**src/rtl/reservation_station.sv**
```systemverilog
// Out-of-order issue queue between the ROB and the ALU: holds dispatched ALU/branch/JALR ops,
// snoops the ALU and memory result buses for operands, and issues the oldest-slot ready op each cycle.
module reservation_station #(
    parameter int         ENTRIES = 4,
    parameter int         TAG_W   = 3,
    parameter logic [4:0] OP_NONE = 5'b11111
) (
    input  logic             clk,
    input  logic             rst,
    input  logic [4:0]       op_in,
    input  logic [31:0]      value1_in,
    input  logic [31:0]      value2_in,
    input  logic [TAG_W-1:0] query1_in,
    input  logic [TAG_W-1:0] query2_in,
    input  logic [31:0]      imm_in,
    input  logic [TAG_W-1:0] target_in,
    input  logic [TAG_W-1:0] alu_num,
    input  logic [31:0]      alu_value,
    input  logic [TAG_W-1:0] mem_num,
    input  logic [31:0]      mem_value,
    output logic             rs_full,
    output logic [4:0]       alu_op,
    output logic [31:0]      alu_a,
    output logic [31:0]      alu_b,
    output logic [31:0]      alu_imm,
    output logic [TAG_W-1:0] alu_dest,
    output logic             overflow
);

    // Loads and stores (LB..SW) are routed to the load/store unit instead.
    localparam logic [4:0] OP_LB = 5'b10010;
    localparam logic [4:0] OP_SW = 5'b11001;
    localparam int         IDX_W = $clog2(ENTRIES);
    localparam int         CNT_W = $clog2(ENTRIES + 1);

    typedef struct packed {
        logic [TAG_W-1:0] q;
        logic [31:0]      v;
    } opnd_t;

    typedef struct packed {
        logic [4:0]       op;
        opnd_t            o1;
        opnd_t            o2;
        logic [31:0]      imm;
        logic [TAG_W-1:0] dest;
    } slot_t;

    // Operand snoop: the ALU bus has priority over the memory bus; tag 0 never matches.
    function automatic opnd_t snoop(
        input opnd_t            cur,
        input logic [TAG_W-1:0] a_num,
        input logic [31:0]      a_val,
        input logic [TAG_W-1:0] m_num,
        input logic [31:0]      m_val
    );
        opnd_t res;
        res = cur;
        if (cur.q != '0) begin
            if (cur.q == a_num) begin
                res.q = '0;
                res.v = a_val;
            end else if (cur.q == m_num) begin
                res.q = '0;
                res.v = m_val;
            end
        end
        return res;
    endfunction

    logic [ENTRIES-1:0] valid_q;
    logic [ENTRIES-1:0] valid_d;
    slot_t              slot_q [ENTRIES];
    slot_t              slot_d [ENTRIES];
    slot_t              new_slot;

    logic [ENTRIES-1:0] ready;
    logic               issue_any;
    logic [IDX_W-1:0]   issue_idx;
    logic               free_any;
    logic [IDX_W-1:0]   free_idx;
    logic               accept;
    logic               overflow_d;
    logic [CNT_W-1:0]   cnt_d;

    assign accept = (op_in != OP_NONE) && !((op_in >= OP_LB) && (op_in <= OP_SW));

    // Issue and allocation both look at pre-edge state, so a slot issued this
    // cycle is still marked valid here and cannot be reallocated until next edge.
    always_comb begin
        // NOTE: every variable gets a default first so no path leaves it unassigned (no latches).
        ready     = '0;
        issue_any = 1'b0;
        issue_idx = '0;
        free_any  = 1'b0;
        free_idx  = '0;
        for (int i = 0; i < ENTRIES; i++) begin
            ready[i] = valid_q[i] && (slot_q[i].o1.q == '0) && (slot_q[i].o2.q == '0);
        end
        for (int i = ENTRIES - 1; i >= 0; i--) begin
            if (ready[i]) begin
                issue_any = 1'b1;
                issue_idx = IDX_W'(i);
            end
            if (!valid_q[i]) begin
                free_any = 1'b1;
                free_idx = IDX_W'(i);
            end
        end
    end

    always_comb begin
        new_slot.op   = op_in;
        new_slot.o1   = snoop('{q: query1_in, v: value1_in}, alu_num, alu_value, mem_num, mem_value);
        new_slot.o2   = snoop('{q: query2_in, v: value2_in}, alu_num, alu_value, mem_num, mem_value);
        new_slot.imm  = imm_in;
        new_slot.dest = target_in;
    end

    always_comb begin
        valid_d    = valid_q;
        overflow_d = overflow;
        for (int i = 0; i < ENTRIES; i++) begin
            slot_d[i]    = slot_q[i];
            slot_d[i].o1 = snoop(slot_q[i].o1, alu_num, alu_value, mem_num, mem_value);
            slot_d[i].o2 = snoop(slot_q[i].o2, alu_num, alu_value, mem_num, mem_value);
        end
        if (issue_any) begin
            valid_d[issue_idx] = 1'b0;
        end
        if (accept) begin
            if (free_any) begin
                valid_d[free_idx] = 1'b1;
                slot_d[free_idx]  = new_slot;
            end else begin
                overflow_d = 1'b1;
            end
        end
    end

    // Full threshold keeps one slot of slack for the ROB's one-cycle reaction delay.
    always_comb begin
        cnt_d = '0;
        for (int i = 0; i < ENTRIES; i++) begin
            cnt_d = cnt_d + CNT_W'(valid_d[i]);
        end
    end

    always_ff @(posedge clk) begin
        // NOTE: sequential state uses non-blocking assignments so all registers update from pre-edge values.
        if (!rst) begin
            valid_q  <= '0;
            overflow <= 1'b0;
            rs_full  <= 1'b0;
            alu_op   <= OP_NONE;
            alu_a    <= '0;
            alu_b    <= '0;
            alu_imm  <= '0;
            alu_dest <= '0;
        end else begin
            valid_q  <= valid_d;
            overflow <= overflow_d;
            rs_full  <= (cnt_d >= CNT_W'(ENTRIES - 1));
            if (issue_any) begin
                alu_op   <= slot_q[issue_idx].op;
                alu_a    <= slot_q[issue_idx].o1.v;
                alu_b    <= slot_q[issue_idx].o2.v;
                alu_imm  <= slot_q[issue_idx].imm;
                alu_dest <= slot_q[issue_idx].dest;
            end else begin
                alu_op   <= OP_NONE;
                alu_dest <= '0;
            end
        end
    end

    // NOTE: slot payload is not reset; valid_q gates every use, so only the valid bits need clearing.
    always_ff @(posedge clk) begin
        for (int i = 0; i < ENTRIES; i++) begin
            slot_q[i] <= slot_d[i];
        end
    end

endmodule

```
**config.mk**
```make
export PLATFORM = sky130hd
export DESIGN_NAME = reservation_station
export DESIGN_NICKNAME = d
export VERILOG_FILES = /design/src/rtl/reservation_station.sv
export SDC_FILE = /design/constraint.sdc
export NUM_CORES = 1
export LEC_CHECK = 0
export CELL_PAD_IN_SITES_DETAIL_PLACEMENT = 0
export CELL_PAD_IN_SITES_GLOBAL_PLACEMENT = 1
export CORE_ASPECT_RATIO = 0.7
export CORE_MARGIN = 2
export CORE_UTILIZATION = 40
export CTS_CLUSTER_DIAMETER = 120
export DETAILED_ROUTE_END_ITERATION = 6
export PLACE_DENSITY = 0.76
export SKIP_LAST_GASP = 1
export SLEW_MARGIN = 20
export SYNTH_ARGS = -nofsm -noshare
export SYNTH_HDL_FRONTEND = slang
export SYNTH_SLANG_ARGS = --single-unit
```
**constraint.sdc**
```tcl
create_clock -name clk -period 3.4 [get_ports clk]
set_input_delay 0.68 -clock clk [delete_from_list [all_inputs] [get_ports clk]]
set_output_delay 0.68 -clock clk [all_outputs]
set_load 0.05 [all_outputs]
```
# Yosys cells after proc, flatten, opt, wreduce, memory -nomap -nowiden
# Memories as Yosys holds them, arrays and structs flattened.
# Index checks and enable logic that the tools add are counted.
[totals]
ram_bits = 440
elab_cells = 139
n_memories = 1
out_inout_bits = 106
register_bits = 110
[op_classes]
muxes = 58
bitwise_logic = 5
magnitude_cmp = 9
n_eq_ne = 21
addsub = 3
n_reduce_logical = 34
[mem_list]
columns = ["memory", "depth", "word_bits", "read_ports", "rd_ports_with_merged_regs", "wr", "line_no", "rtl"]
rows = [
  ["slot_q", 4, 110, 5, 0, 4, "73", "slot_t slot_q [ENTRIES];"],
]
[op_table]
columns = ["op", "count"]
rows = [
  ["$mux 35", 30],
  ["$mux 440", 2],
  ["$bwmux 440", 1],
  ["$demux 110 s2", 1],
  ["$mux 110", 1],
  ["$eq 3x3->1", 20],
  ["$reduce_bool 3->1", 10],
  ["$logic_not 3->1", 8],
  ["$mux 2", 8],
  ["$logic_and 1x1->1", 13],
  ["$mux 4", 3],
  ["$mux 1", 10],
  ["$lt 2x3->1 const B", 2],
  ["$ge 5x5->1 const B", 1],
  ["$le 5x5->1 const B", 1],
  ["$ne 5x5->1 const B", 1],
  ["$and 4x4->4", 1],
  ["$demux 1 s2", 2],
  ["$ge 2x1->1 const B", 2],
  ["$not 4->4", 1],
  ["$or 4x4->4", 1],
  ["$reduce_and 2->1", 2],
  ["$add 2x1->3", 1],
  ["$add 3x1->3", 1],
  ["other kinds (7)", 7],
]

# Logic depth before layout (Yosys ltp)
[logic_depth]
word_depth = 21
depth_mapped = 12
ltp_nobuf = 10

# Worst setup path after synthesis
# Ideal clock, no wire load.
[synth_timing]
kind = "in2reg"
startpoint = "input port op_in[3]"
endpoint = "memory slot_q[1][100] (netlist bit)"
setup_slack_ps = -174
cell_stages = 8
setup_ps = 213
arrival_time_ps = 3362
required_time_ps = 3187
cell_sequence = "a21bo_2 -> a211o_1 -> nand2_1 -> nand3_1 -> clkinv_1 -> buf_2 -> buf_1 -> a22oi_1"
[synth_rtl]
columns = ["element", "line_no", "rtl"]
rows = [
  ["from (decl)", "10", "input logic [4:0] op_in,"],
  ["to (decl)", "73", ""],
]

==> run_results.csv <==
group,metric,value,unit
status,outcome,"complete, but fails checks",
status,failed_checks,"design-rule violations",
final_layout,drive_above_1_share,8.72,%
grt,grt_max_degree,88,
synthesis,synth_edf_count,160,
floorplan,core,0.0681,sq mm
routing,antenna_left,0,
routing,drc,1,
final_layout,fillers,6213,
synthesis,synth.area.top_cells,"dfxtp_1 28%, edfxtp_1 17%, a21oi_1 7.5%, and3_1 5.1%, a22oi_1 4.9%",
grt,overflow,0,
timing,rsz0062_at_grt,"no",
clocking,clkTransAtPathRegs,0.07,ns
synthesis,syn_area,0.0275,sq mm
floorplan,die_w,317,um
worst_setup_path,crit_type,"reg -> reg",
clocking,cts_root_buf,"clkbuf_16",
routing,vias,27800,
routing,avgViaCountPerCell,6.58,
synthesis,synth.avg_cell_area,8.90,sq um
timing,holdWs,0.453,ns
grt,gr-usage-all-layers,32.7,%
synthesis,async_flop_share,0,%
timing,setup_ws,0.247,ns
timing,setup_violations,0,
routing,firstDrtPassIters,7,
synthesis,synth_top_area_share,28.4,%
clocking,clk_path_buf_depth,3,
timing,min_period,3.15,ns
worst_setup_path,critPathLaunchType,"flop",
worst_setup_path,crit_required,3.94,ns
place,pre_cts_ws,-0.00854,ns
floorplan,boundaryPins,288,
floorplan,initial_core_util,40.4,%
pwr,p_leak,13.1,nW
clocking,insertion_delay,0.64,ns
pwr,powerDensity,787,mW/mm^2
final_layout,area_growth,23.4,%
worst_setup_path,cp_slowest_stage_delay,0.58,ns
final_layout,nets,3453,
routing,drt_iter0_markers,3655,
routing,routed_wirelength,121000,um
timing,worst_pin_slew,0.999,ns
floorplan,die_h,223,um
synthesis,synth-seq-area-share,45.8,%
timing,final-hold-violation-count,0,
grt,grt_first_pass_wirelength,176000,um
worst_setup_path,path_cells,"or3_1 > or3_1 > nor2_2 > o21ai_0 > fa_1 > ha_1 > ha_1 > a21oi_1 > nor2b_1",
min_path,hold_depth,2,
clocking,post_cts_resized,0,
place,io_buffers,287,
timing,relSlewSlack,33.4,%
place,hpwl,72700,um
synthesis,ys_ff_latch,550,
synthesis,synth_top_flop_cell,"dfxtp_1",
floorplan,core.rowCount,80,
synthesis,synth_common_cells,"411 x a21oi_1, 390 x dfxtp_1, 259 x o21ai_0, 224 x clkbuf_1, 223 x and3_1",
worst_setup_path,end_kind,"flop",
synthesis,yosys.area.top_type,"dfxtp_1",
min_path,hold_path_class,"reg -> reg",
clocking,cts_sinks,550,
grt,antenna_found_initial,2,
clocking,cts_tree,"done",
timing,period_share,92.7,%
timing,drv_slew,0,
worst_setup_path,slowest_stage,"or3_1",
grt,grt_pass1_vias,27100,
routing,routedWlPerCell,28.7,um
synthesis,syn_inst,3090,
pwr,vdd_drop_max,0.000608,V
clocking,cts_hold_buf,0,
worst_setup_path,worstRegToRegCells,9,
clocking,htree_levels,2,
synthesis,synth.net_count,3275,
timing,max_freq,317,MHz
timing,fin_skew,0.0218,ns
floorplan,die_area,0.0709,sq mm
worst_setup_path,path_max_fanout,6,
place,gp_congestion,0.872,
synthesis,synth.most_common_cell,"a21oi_1",
synthesis,yosysUniqueCellTypes,55,
worst_setup_path,cp.arrival,3.69,ns
synthesis,yosysWarnings,0,
job,drv_cap,0,
clocking,post-cts-setup-buffer-count,0,
clocking,cts_made_buffers,56,
critical path: cells and delay by family (launching register included):
family                     cells  cell delay, ns
AOI/OAI and AO/OA              2            0.29
adders and majority gates      3            1.00
DFF                            1            0.37
and+or+nand+nor                4            1.38
power breakdown:
part | internal [mW] | leakage, nW | switching (mW)
Combinational | 3.71 | 7.42 | 6.60
Sequential | 8.85 | 4.73 | 1.18
Clock | 3.56 | 0.904 | 2.82
kinds of logic (layout without fill, tap and decap cells):
family | Yosys count | count (layout) | synth area share [%]
AOI/OAI and AO/OA | 1314 | 1314 | 30.5
muxes | 68 | 68 | 2.47
and+or+nand+nor | 734 | 734 | 13.9
DFF | 550 | 550 | 45.8
buffers and inverters | 361 | 585 | 5.28
adders and majority gates | 3 | 3 | 0.164
other | 0 | 4 | 0
xor gates and xnor gates | 60 | 60 | 1.91
cells in the final DEF (no fill, tap or decap), types with 33 or more instances in the layout:
| cell | netlist | final |
|---|---|---|
| a21oi_1 | 411 | 409 |
| dfxtp_1 | 390 | 390 |
| clkdlybuf4s50_1 | 0 | 286 |
| o21ai_0 | 259 | 259 |
| and3_1 | 223 | 223 |
| nor2_1 | 218 | 218 |
| a22oi_1 | 179 | 179 |
| edfxtp_1 | 160 | 160 |
| a2bb2oi_1 | 128 | 128 |
| buf_4 | 4 | 116 |
| o2bb2ai_1 | 78 | 78 |
| nand2_1 | 69 | 69 |
| mux2i_1 | 68 | 68 |
| nor4_1 | 64 | 64 |
| a211oi_1 | 57 | 57 |
| clkbuf_16 | 0 | 56 |
| o21ai_1 | 63 | 54 |
| or3_1 | 46 | 44 |
| nor3_1 | 55 | 44 |
| buf_12 | 0 | 38 |
| xor2_1 | 42 | 36 |
| o22ai_1 | 33 | 33 |
layout make-up:
class / instances / area, sq um / area share (%)
clock inverters: 26 / 293 / 0.862
multi-input cells: 2179 / 13700 / 40.3
flip-flops and latches: 550 / 12600 / 37.1
diodes: 4 / 10.0 / 0.0295
clock buffers: 78 / 1570 / 4.64
inverters: 41 / 166 / 0.490
repair buffers: 440 / 4490 / 13.2
well taps: 902 / 1130 / 3.32
metal layers:
layer  GRT usage, %  vias up  share of wire [%]
li1               -    12100                  -
met1           43.5    13500                 41
met2           48.7     1886                 42
met3           11.7      297                 13
met4           11.8        2                3.0
met5           1.41        -              0.091
path summary, 6_finish.rpt:
kind	slack, ns	to	from
min reg2reg	0.45	alu_b[25]$_SDFFE_PN0N_	slot_q[0][60]$_DFF_P_
min	0.45	alu_b[25]$_SDFFE_PN0N_	slot_q[0][60]$_DFF_P_
max reg2reg	0.25	rs_full$_SDFF_PN0_	slot_q[1][102]$_DFF_P_
max	0.25	rs_full$_SDFF_PN0_	slot_q[1][102]$_DFF_P_
metrics by stage:
stage	std cells	util, %	TNS (ns)	instance area (sq um)	power [mW]
after global placement	4112	47.1	-0.00462	32100	19.8
after CTS	4216	49.9	0	33900	26.5
after floorplan	3090	-	0	27500	16.1
after global routing	4217	49.9	0	33900	27.8
after detailed placement	4112	47.1	-0.00854	32100	20.1
final	4220	49.9	0	34000	26.7
(Power assumes the default switching activity.)
